$ cat src/rtl/i2c_req_arbiter.sv
// Round-robin arbiter that shares one I2C master between NREQ requesters and
// sequences each granted transaction (launch, byte transfer, completion/abort).
module i2c_req_arbiter #(
    parameter int NREQ          = 2,
    parameter int ADDRESSLENGTH = 7,
    parameter int TIMEOUT       = 4096
) (
    input  logic                            CLK,
    input  logic                            RST,
    input  logic [NREQ-1:0]                 req,
    input  logic [NREQ*ADDRESSLENGTH-1:0]   req_addr,
    input  logic [NREQ-1:0]                 req_rw,
    input  logic [NREQ*4-1:0]               req_nbytes,
    input  logic [NREQ*8-1:0]               req_wdata,
    output logic [NREQ-1:0]                 wdata_pop,
    output logic [7:0]                      rdata,
    output logic [NREQ-1:0]                 rdata_valid,
    output logic [NREQ-1:0]                 grant,
    output logic [NREQ-1:0]                 done,
    output logic [NREQ-1:0]                 err,
    output logic                            m_start,
    output logic                            m_abort,
    output logic [ADDRESSLENGTH-1:0]        m_addr,
    output logic                            m_rw,
    output logic [3:0]                      m_nbytes,
    output logic [7:0]                      m_txdata,
    input  logic                            m_tx_req,
    input  logic                            m_rx_valid,
    input  logic [7:0]                      m_rxdata,
    input  logic                            m_done,
    input  logic                            m_nack
);

    localparam int IW = (NREQ > 1) ? $clog2(NREQ) : 1;
    localparam int TW = (TIMEOUT > 2) ? $clog2(TIMEOUT) : 1;
    localparam logic [TW-1:0] TMO_LAST = TW'(TIMEOUT - 1);
    localparam logic [IW-1:0] IDX_LAST = IW'(NREQ - 1);

    typedef enum logic [1:0] {IDLE, LAUNCH, XFER, FINISH} state_t;

    state_t                     state_reg, state_next;
    logic [IW-1:0]              rr_reg;
    logic [IW-1:0]              gidx_reg;
    logic [NREQ-1:0]            grant_reg;
    logic [ADDRESSLENGTH-1:0]   addr_reg;
    logic                       rw_reg;
    logic [3:0]                 nbytes_reg;
    logic [3:0]                 cnt_reg;
    logic [TW-1:0]              tmo_reg;
    logic                       errf_reg;
    logic [7:0]                 rdata_reg;
    logic [NREQ-1:0]            rvalid_reg;
    logic [NREQ-1:0]            pop_reg;

    logic                       win_found;
    logic [IW-1:0]              win_idx;
    logic [NREQ-1:0]            win_onehot;
    logic [ADDRESSLENGTH-1:0]   win_addr;
    logic                       win_rw;
    logic [3:0]                 win_nbytes;

    logic                       activity;
    logic                       tmo_hit;
    logic [4:0]                 cnt_sum;
    logic [3:0]                 cnt_next;

    // First set request at or above the rr pointer, wrapping past NREQ-1.
    always_comb begin
        int idx;
        win_found  = 1'b0;
        win_idx    = '0;
        win_onehot = '0;
        win_addr   = '0;
        win_rw     = 1'b0;
        win_nbytes = '0;
        idx        = 0;
        for (int k = 0; k < NREQ; k++) begin
            idx = int'(rr_reg) + k;
            if (idx >= NREQ) begin
                idx = idx - NREQ;
            end
            if (!win_found && req[idx]) begin
                win_found       = 1'b1;
                win_idx         = IW'(idx);
                win_onehot      = '0;
                win_onehot[idx] = 1'b1;
                win_addr        = req_addr[idx*ADDRESSLENGTH +: ADDRESSLENGTH];
                win_rw          = req_rw[idx];
                win_nbytes      = req_nbytes[idx*4 +: 4];
            end
        end
    end

    assign activity = m_tx_req | m_rx_valid | m_done | m_nack;
    assign tmo_hit  = (state_reg == XFER) && !activity && (tmo_reg == TMO_LAST);
    assign cnt_sum  = {1'b0, cnt_reg} + {4'b0, m_tx_req} + {4'b0, m_rx_valid};
    assign cnt_next = cnt_sum[4] ? 4'hF : cnt_sum[3:0];

    always_ff @(posedge CLK or posedge RST) begin
        if (RST) begin
            state_reg <= IDLE;
        end else begin
            state_reg <= state_next;
        end
    end

    always_comb begin
        state_next = state_reg;
        case (state_reg)
            IDLE:    if (win_found) state_next = (win_nbytes == 4'd0) ? FINISH : LAUNCH;
            LAUNCH:  state_next = XFER;
            XFER:    if (m_nack || m_done || tmo_hit) state_next = FINISH;
            FINISH:  state_next = IDLE;
            default: state_next = IDLE;
        endcase
    end

    always_ff @(posedge CLK or posedge RST) begin
        if (RST) begin
            rr_reg     <= '0;
            gidx_reg   <= '0;
            grant_reg  <= '0;
            addr_reg   <= '0;
            rw_reg     <= 1'b0;
            nbytes_reg <= '0;
            cnt_reg    <= '0;
            tmo_reg    <= '0;
            errf_reg   <= 1'b0;
            rdata_reg  <= '0;
            rvalid_reg <= '0;
            pop_reg    <= '0;
        end else begin
            pop_reg    <= '0;
            rvalid_reg <= '0;
            case (state_reg)
                IDLE: begin
                    if (win_found) begin
                        gidx_reg   <= win_idx;
                        grant_reg  <= win_onehot;
                        addr_reg   <= win_addr;
                        rw_reg     <= win_rw;
                        nbytes_reg <= win_nbytes;
                        cnt_reg    <= '0;
                        tmo_reg    <= '0;
                        errf_reg   <= (win_nbytes == 4'd0);
                    end
                end
                XFER: begin
                    cnt_reg <= cnt_next;
                    if (m_tx_req) begin
                        pop_reg <= grant_reg;
                    end
                    if (m_rx_valid) begin
                        rdata_reg  <= m_rxdata;
                        rvalid_reg <= grant_reg;
                    end
                    tmo_reg <= activity ? '0 : tmo_reg + 1'b1;
                    // cnt_next already includes a byte arriving alongside m_done.
                    if (m_nack || tmo_hit || (m_done && (cnt_next != nbytes_reg))) begin
                        errf_reg <= 1'b1;
                    end
                end
                FINISH: begin
                    grant_reg <= '0;
                    rr_reg    <= (gidx_reg == IDX_LAST) ? '0 : gidx_reg + 1'b1;
                end
                default: ;
            endcase
        end
    end

    always_comb begin
        m_start = (state_reg == LAUNCH);
        m_abort = tmo_hit;
        done    = (state_reg == FINISH) ? grant_reg : '0;
        err     = ((state_reg == FINISH) && errf_reg) ? grant_reg : '0;
    end

    logic [7:0] tx_terms [NREQ];

    generate
        for (genvar gi = 0; gi < NREQ; gi++) begin : g_txmux
            assign tx_terms[gi] = grant_reg[gi] ? req_wdata[gi*8 +: 8] : 8'h00;
        end
    endgenerate

    always_comb begin
        m_txdata = 8'h00;
        for (int i = 0; i < NREQ; i++) begin
            m_txdata = m_txdata | tx_terms[i];
        end
    end

    assign grant       = grant_reg;
    assign wdata_pop   = pop_reg;
    assign rdata_valid = rvalid_reg;
    assign rdata       = rdata_reg;
    assign m_addr      = addr_reg;
    assign m_rw        = rw_reg;
    assign m_nbytes    = nbytes_reg;

endmodule
$ cat config.mk
export PLATFORM = sky130hd
export DESIGN_NAME = i2c_req_arbiter
export DESIGN_NICKNAME = d
export VERILOG_FILES = /design/src/rtl/i2c_req_arbiter.sv
export SDC_FILE = /design/constraint.sdc
export NUM_CORES = 1
export LEC_CHECK = 0
export ABC_AREA = 1
export BUFFER_PORTS_ARGS = -buffer_cell sky130_fd_sc_hd__buf_2
export CORE_ASPECT_RATIO = 0.5
export CORE_MARGIN = 5
export CORE_UTILIZATION = 46
export DETAILED_ROUTE_END_ITERATION = 8
export PLACE_DENSITY = 0.77
export SYNTH_ARGS = -nofsm -noshare
export SYNTH_HDL_FRONTEND = slang
export SYNTH_SLANG_ARGS = --single-unit
$ cat constraint.sdc
create_clock -name CLK -period 1.7 [get_ports CLK]
set_input_delay 0.085 -clock CLK [delete_from_list [all_inputs] [get_ports CLK]]
set_output_delay 0.085 -clock CLK [all_outputs]
set_load 0.01 [all_outputs]
# Yosys cells after proc, flatten, opt, wreduce, memory -nomap -nowiden
# Cells that the tools add are included.
# word_totals
register_bits,47
wordCells,121
# op_classes
add_sub_neg,7
mul,2
magnitude_cmp,6
n_eq_ne,8
shift,4
mux,54
bitwise,4
n_reduce_logical,23
# op_table
op,count
$ge A32 B1 Y1 const B,2
$lt A32 B3 Y1 const B,2
$mul A32 B4 Y32 const B,2
$mux W32,2
$shiftx A14 B32 Y7,2
$shiftx A8 B32 Y4,2
$mux W12,2
$mux W2,12
$pmux W12 S2,1
$mux W1,23
$mux W4,4
$mux W8,2
$mux W7,2
$add A12 B1 Y12 const B,1
$eq A12 B12 Y1 const B,1
$reduce_and A2 Y1,5
$or A8 B8 Y8,1
$pmux W2 S4,1
$pmux W4 S2,1
$logic_and A1 B1 Y1,7
$add A4 B1 Y5,1
$add A5 B1 Y5,1
$eq A2 B2 Y1 const B,2
$logic_not A4 Y1,1
other kinds (19),28

# Longest topological paths before layout
# Gate-level depths: netlist of run 1.
# depth
word_depth,13
mapped_depth,15

# Worst setup path after synthesis of run 1
# No wires, ideal clock.
# synth_timing
kind,register to register
from,reg cnt_reg[0]
to,reg errf_reg
t_arrival_ps,1657
t_required_ps,1584
slack_ps,-74
path_stages_with_launch,16
path_cell_list,dfrtp_1 > inv_1 > fa_1 > inv_1 > ha_1 > nand3_1 > nand2_1 > nand2_1 > nand2_1 > nor2_1 > nand3_1 > nand2_1 > nand2_1 > nand2_1 > nand2_1 > nand2_1
# synth_via
elab_chain_cells,8
# synth_lines
element,line,text
start: declaration,48,logic [3:0] cnt_reg;
start signal: assignment,149,cnt_reg <= cnt_next;
$add A4 B1 Y5,96,"assign cnt_sum = {1'b0, cnt_reg} + {4'b0, m_tx_req} + {4'b0, m_rx_valid};"
$add A5 B1 Y5,96,
$mux W4,97,assign cnt_next = cnt_sum[4] ? 4'hF : cnt_sum[3:0];
$ne A4 B4 Y1,159,if (m_nack || tmo_hit || (m_done && (cnt_next != nbytes_reg))) begin
$logic_and A1 B1 Y1,159,
$logic_or A1 B1 Y1,159,
$ne A2 B1 Y1 (no source line),n/a,
$reduce_and A3 Y1 (no source line),n/a,
end signal: assignment,145,errf_reg <= (win_nbytes == 4'd0);
end: declaration,50,logic errf_reg;
# Every way passes these cells.
# A chain may end at the register's enable or synchronous reset.

# Worst setup path in the final report of run 1
# Ends and elaborated chain as after synthesis.

==> results.py, run 1 <==
metrics = {
    "floorplanning": {
        "core_um2": 6060,
        "fp.dieH_um": 65.9,
        "start_util_pct": 47.5,
        "die_area_um2": 8020,
        "rows": 20,
        "pin_count": 96,
        "die_width_um": 122,
    },
    "yosys": {
        "synthesis.area_um2": 2870,
        "synthArstFlopShare_pct": 100,
        "synth_edf_count": 0,
        "avgSynthCellArea_um2": 7.50,
        "synth_ff_type": "dfrtp_1",
        "ys_seq_area_share_pct": 40.9,
        "synth_fp_nets": 447,
        "yosys_warnings": 0,
        "syn_inst": 383,
        "yosysUniqueCellTypes": 36,
        "synth-seq-cells": 47,
    },
    "setup_path": {
        "end_kind": "register",
        "arrival_ps": 1960,
        "crit_chain": "inv_2 -> fa_2 -> inv_2 -> ha_4 -> nand3_4 -> nand3_1 -> nand2_1 -> nor2_1 -> nand3_1 -> nand2_1 -> nand2_1 -> nand3_1 -> nand2_1",
        "critPathLaunchType": "register",
        "crit_slowest_cell": "dfrtp_1",
        "crit_top_cell": "nand2_1",
        "crit_family": "simple AND/OR/NAND/NOR gates",
        "crit_fanout": 6,
        "crit_type": "reg2reg",
        "worstPathRequired_ps": 1880,
        "path_buf_inv": 2,
        "slowest_delay_ps": 340,
    },
    "sta": {
        "tightest_slew_ps": 599,
        "postLayoutSetupSlackWorst_ps": -78.5,
        "rsz0062_at_grt": "yes",
        "fmax_mhz": 562,
        "fin_crit_ps": 1780,
        "clock_skew_ps": 8.88,
        "period_share_pct": 105,
        "fin_tns_setup_ps": -78.5,
        "hold_viol": 0,
        "final_max_slew_viol_count": 0,
        "relSlewSlack_pct": 60.0,
        "setup_viol": 1,
    },
    "power_and_ir_drop": {
        "power_uw": 6730,
        "p_per_area_nw_per_um2": 1660,
        "leakagePower_uw": 0.00212,
        "peakVddDrop_mv": 0.872,
    },
    "clock_network": {
        "cts_tree": "done",
        "clkLatencyLatePin_ps": 290,
        "cts.sinks": 47,
        "cts_root_buffer": "clkbuf_16",
        "htreeDepth": 2,
        "cts_made_buffers": 5,
        "cts_buffer_depth": 2,
        "clk_pin_slew_ps": 70,
    },
    "global_route": {
        "grt_overflow": 0,
        "grt_use_met3_pct": 3.25,
        "busiest_layer": "met2",
        "grt_pass1_vias": 2819,
        "met1_usage_pct": 23.8,
        "grt_use_met2_pct": 34.5,
        "grt_usage_pct": 19.3,
        "grt_max_degree": 48,
        "grt_first_pass_wirelength_mm": 12.4,
        "antenna_found_initial": 0,
    },
    "detailed_routing": {
        "drt_wl_total_mm": 7.60,
        "postRouteAntennaNets": 0,
        "vias": 2931,
        "drt_iter0_markers": 185,
        "avgRoutedWirePerCell_um": 12.6,
        "vias_per_cell": 4.88,
        "drc_errors": 0,
        "dr.pass1.iters": 4,
    },
    "final_layout": {
        "area_delta_synth_final_pct": 40.8,
        "final_cell_mix": "nand2_1, buf_2, dfrtp_1",
        "layout_commonest_cell": "nand2_1",
        "num-nets-final": 576,
        "n_fill_cell": 521,
        "largest_reg_flops": 12,
        "final_cells": 601,
        "insertedDiodeCount": 0,
        "multiInputGateArea_um2": 1580,
        "drive_gt1_share_pct": 38.4,
        "fin_util_pct": 66.8,
        "regArea_um2": 1180,
    },
    "run": {
        "cap_viol_max_count": 0,
    },
    "placement": {
        "dp_hpwl_mm": 5.52,
        "dp.cells": 579,
        "gp_congestion": 0.878,
        "portBuffers": 95,
    },
    "status": {
        "violations": "setup timing",
        "status": "finished, violations left",
    },
    "min_path": {
        "hold_class": "in2reg",
    },
}
## cells by family (layout without fill, tap and decap cells)
group	after synthesis	after routing	synth area share, %
XOR/XNOR	1	1	0.305
AO/OA/AOI/OAI	75	75	15.2
buffers and inverters	65	195	9.66
flip-flops	47	47	40.9
multiplexers	8	8	3.13
AND/OR/NAND/NOR	179	179	27.0
adder cells (fa/ha/maj)	8	8	3.74
## cell usage after synthesis, types with 3 or more instances
cell / number / share of area [%]
mux2_2: 8 / 3.1
buf_2: 4 / 0.70
dfrtp_1: 47 / 41
nor2_1: 32 / 4.2
a22o_1: 8 / 2.4
o21ai_0: 34 / 5.9
a21oi_1: 22 / 3.8
nor3_1: 6 / 1.0
nand4_1: 3 / 0.65
nor2_4: 3 / 1.2
inv_1: 48 / 6.3
clkbuf_1: 6 / 0.78
nand2_1: 107 / 14
nand3_1: 19 / 3.3
ha_1: 7 / 3.0
## repair_timing
action                                 in CTS  in global routing
setup endpoints to repair                   3                 14
buffers inserted                            5                  8
hold buffers                                1                  0
pin swaps                                   6                  8
resized for setup                          11                 24
endpoints found under the hold margin      47                  0
## per-layer routing
metal  up-vias  part of all wire (%)
met3         6                   4.3
met5         -                     0
met4         0                   1.3
met2        70                    50
li1       1493                     -
met1      1362                    44
## final cells by class
| class | count | area share [%] |
|---|---|---|
| Sequential cell | 47 | 29.1 |
| Multi-Input combinational cell | 271 | 38.9 |
| Tap cell | 88 | 2.72 |
| Clock inverter | 2 | 1.48 |
| Inverter | 51 | 4.88 |
| Timing Repair Buffer | 136 | 19.7 |
| Clock buffer | 6 | 3.18 |
## where the power goes
group          switching [uW]  internal, uW  leakage (uW)
Combinational            2070          1610       0.00143
Sequential                286          1510      0.000598
Clock                     413           843     0.0000911
Total                    2760          3960       0.00212
## through the flow
| step | area [um^2] | hold slack, ps | setup WS, ps |
|---|---|---|---|
| floorplan | 2900 | 236 | 1.76 |
| global placement | 3620 | 277 | -96.4 |
| detailed placement | 3620 | 276 | -169 |
| CTS | 3900 | 27.8 | -68.0 |
| global route | 4050 | 30.9 | -208 |
| finish | 4050 | 30.0 | -78.5 |
## worst paths after layout
kind	start	to	slack (ps)	cells past startpoint
max	cnt_reg[0]	errf_reg	-80	13
min	m_rxdata[0]	rdata[0]	30	2
max reg2reg	cnt_reg[0]	errf_reg	-80	13
min reg2reg	gidx_reg	gidx_reg	480	2
max in group asynchronous	RST	rr_reg	770	4
min in group asynchronous	RST	rdata[0]	490	4
Note: power is estimated with default switching activity, not from simulation.
==> inputs of run 2 (changes only) <==
--- a/config.mk
+++ b/config.mk
@@ -5,13 +5,12 @@
 export SDC_FILE = /design/constraint.sdc
 export NUM_CORES = 1
 export LEC_CHECK = 0
-export ABC_AREA = 1
 export BUFFER_PORTS_ARGS = -buffer_cell sky130_fd_sc_hd__buf_2
 export CORE_ASPECT_RATIO = 0.5
 export CORE_MARGIN = 5
-export CORE_UTILIZATION = 46
+export CORE_UTILIZATION = 44
 export DETAILED_ROUTE_END_ITERATION = 8
-export PLACE_DENSITY = 0.77
+export PLACE_DENSITY = 0.76
 export SYNTH_ARGS = -nofsm -noshare
 export SYNTH_HDL_FRONTEND = slang
 export SYNTH_SLANG_ARGS = --single-unit
==> run 2 against run 1 <==
Against the previous run:
- the run still ends with setup timing left
- final area is 12% lower
- fmax is 14% lower
- final cell count is 24% lower
- combinational power is 34% lower
- worst hold slack worse by 0.94 ps
- sequential cell count stayed put
- non-clock buffer count is 4 lower
- power is 23% lower
- clock skew is 2.3 ps lower
- critical path type unchanged
- highest routed layer unchanged
==> results.py, run 2 <==
metrics = {
    "sta": {
        "setup_viol": 2,
        "hold_viol": 0,
        "rsz0062_at_grt": "yes",
        "final_max_slew_viol_count": 0,
        "period_share_pct": 121,
        "fin_tns_setup_ps": -365,
        "fin_crit_ps": 2060,
        "relSlewSlack_pct": 61.6,
        "fmax_mhz": 485,
        "postLayoutSetupSlackWorst_ps": -362,
        "clock_skew_ps": 6.58,
        "tightest_slew_ps": 576,
    },
    "final_layout": {
        "multiInputGateArea_um2": 1340,
        "largest_reg_flops": 12,
        "num-nets-final": 445,
        "final_cells": 455,
        "area_delta_synth_final_pct": 43.2,
        "final_cell_mix": "buf_2, dfrtp_1, buf_4",
        "insertedDiodeCount": 0,
        "n_fill_cell": 421,
        "layout_commonest_cell": "buf_2",
        "regArea_um2": 1180,
        "drive_gt1_share_pct": 47.1,
    },
    "detailed_routing": {
        "drt_iter0_markers": 83,
        "drt_wl_total_mm": 7.24,
        "dr.pass1.iters": 4,
        "vias_per_cell": 5.45,
        "drc_errors": 0,
        "avgRoutedWirePerCell_um": 15.9,
        "vias": 2481,
        "postRouteAntennaNets": 0,
    },
    "global_route": {
        "grt_usage_pct": 20.2,
        "grt_overflow": 0,
        "grt_first_pass_wirelength_mm": 12.0,
        "grt_pass1_vias": 2579,
        "grt_max_degree": 48,
        "antenna_found_initial": 0,
    },
    "yosys": {
        "synth.most_common_cell": "dfrtp_1",
        "synth_top_area_share_pct": 47.5,
        "synth_edf_count": 0,
        "synth_fp_nets": 318,
        "synth-seq-cells": 47,
        "synthesis.area_um2": 2480,
        "ys_seq_area_share_pct": 47.5,
        "yosysUniqueCellTypes": 43,
        "synth.largest_area_cell": "dfrtp_1",
        "netlist_top_cells_count": "dfrtp_1, o21ai_0, nand2_1",
        "synthArstFlopShare_pct": 100,
        "yosys_warnings": 0,
        "synthTopCellsByArea": "dfrtp_1, o21ai_0, a22o_1",
        "synth_ff_type": "dfrtp_1",
        "avgSynthCellArea_um2": 9.76,
        "syn_inst": 254,
    },
    "clock_network": {
        "cts_buffer_depth": 2,
        "cts_tree": "done",
        "cts_root_buffer": "clkbuf_16",
        "clkLatencyLatePin_ps": 280,
        "cts_made_buffers": 5,
        "clk_pin_slew_ps": 70,
        "cts.sinks": 47,
        "htreeDepth": 2,
    },
    "status": {
        "status": "finished, violations left",
        "violations": "setup timing",
    },
    "setup_path": {
        "critPathLaunchType": "register",
        "arrival_ps": 2230,
        "crit_type": "reg2reg",
        "crit_fanout": 5,
        "end_kind": "register",
        "worstPathRequired_ps": 1860,
    },
    "floorplanning": {
        "pin_count": 96,
        "fp.dieH_um": 63.1,
        "rows": 19,
        "die_area_um2": 7330,
        "start_util_pct": 45.3,
        "die_width_um": 116,
        "core_um2": 5470,
    },
    "min_path": {
        "hold_class": "in2reg",
    },
    "power_and_ir_drop": {
        "peakVddDrop_mv": 0.888,
        "p_per_area_nw_per_um2": 1460,
        "leakagePower_uw": 0.00178,
    },
    "placement": {
        "dp_hpwl_mm": 5.20,
        "gp_congestion": 0.764,
        "portBuffers": 95,
        "dp.cells": 439,
    },
    "run": {
        "cap_viol_max_count": 0,
    },
}
run 2: through the flow:
step	total power (uW)	worst slack [ps]	area, um^2	utilization [%]	hold WS, ps
6_report	5180	-362	3550	64.9	29.0
4_1_cts	5040	-305	3440	62.8	26.1
3_3_place_gp	3850	-268	3220	59.0	273
2_1_floorplan	3010	-271	2500	-	236
3_5_place_dp	3960	-366	3220	59.0	274
5_1_grt	5530	-460	3550	64.9	29.6
run 2: report_power, final:
part,switching (uW),internal (uW),total [uW]
logic,1240,1180,2420
clock network,434,550,984
registers,321,1460,1780
total,1990,3180,5180
run 2: final cells by class:
class,count,share of cell area (%)
clock buffer,5,3.52
clock inverter,3,0.670
inverter,10,1.06
multi-input combinational,185,37.6
sequential,47,33.2
tap,73,2.57
timing repair buffer,132,21.4
run 2: what timing repair did:
item | CTS | global route
pin swaps | 0 | 5
endpoints found under the hold margin | 47 | 0
endpoints found under the setup margin | 3 | 33
hold buffers | 1 | 0
cloned | 0 | 0
setup buffers | 2 | 5
resized for setup | 10 | 23
run 2: path summary, 6_finish.rpt:
| path | endpoint | from | slack, ps | cells after the start |
|---|---|---|---|---|
| max in group asynchronous | state_reg[1] | RST | 780 | 4 |
| setup / recovery | errf_reg | cnt_reg[0] | -360 | 9 |
| setup reg to reg | errf_reg | cnt_reg[0] | -360 | 9 |
| min in group asynchronous | rdata[7] | RST | 490 | 4 |
| hold reg to reg | rr_reg | gidx_reg | 460 | 1 |
| hold / removal | rdata[0] | m_rxdata[0] | 30 | 2 |
run 2: critical path, cell delays in order (launching register included):
cell and delay [ps]:
dfrtp_1 360, inv_2 40, fa_2 340, inv_2 70, ha_4 160, nand3_2 110, or2_4 270, a211o_1 320
a211oi_2 200, nor3_1 70
run 2: routing by layer:
metal | up-vias | global-route usage [%] | wire length (um)
met5 | - | 0 | 0
met4 | 0 | 6.66 | 144
met3 | 16 | 4.49 | 345
met2 | 86 | 36.3 | 3730
met1 | 1203 | 23.9 | 3010
li1 | 1176 | - | -
run 2: logic make-up (layout without fill, tap and decap cells):
kind of cell / count (synthesis) / count (layout) / share of synthesized area [%]
compound gates: 87 / 87 / 23.1
xor+xnor: 4 / 4 / 1.41
fa+ha+maj: 8 / 8 / 4.34
buf+inv: 22 / 150 / 3.58
flops: 47 / 47 / 47.5
mux: 10 / 10 / 4.44
simple gates: 76 / 76 / 15.6
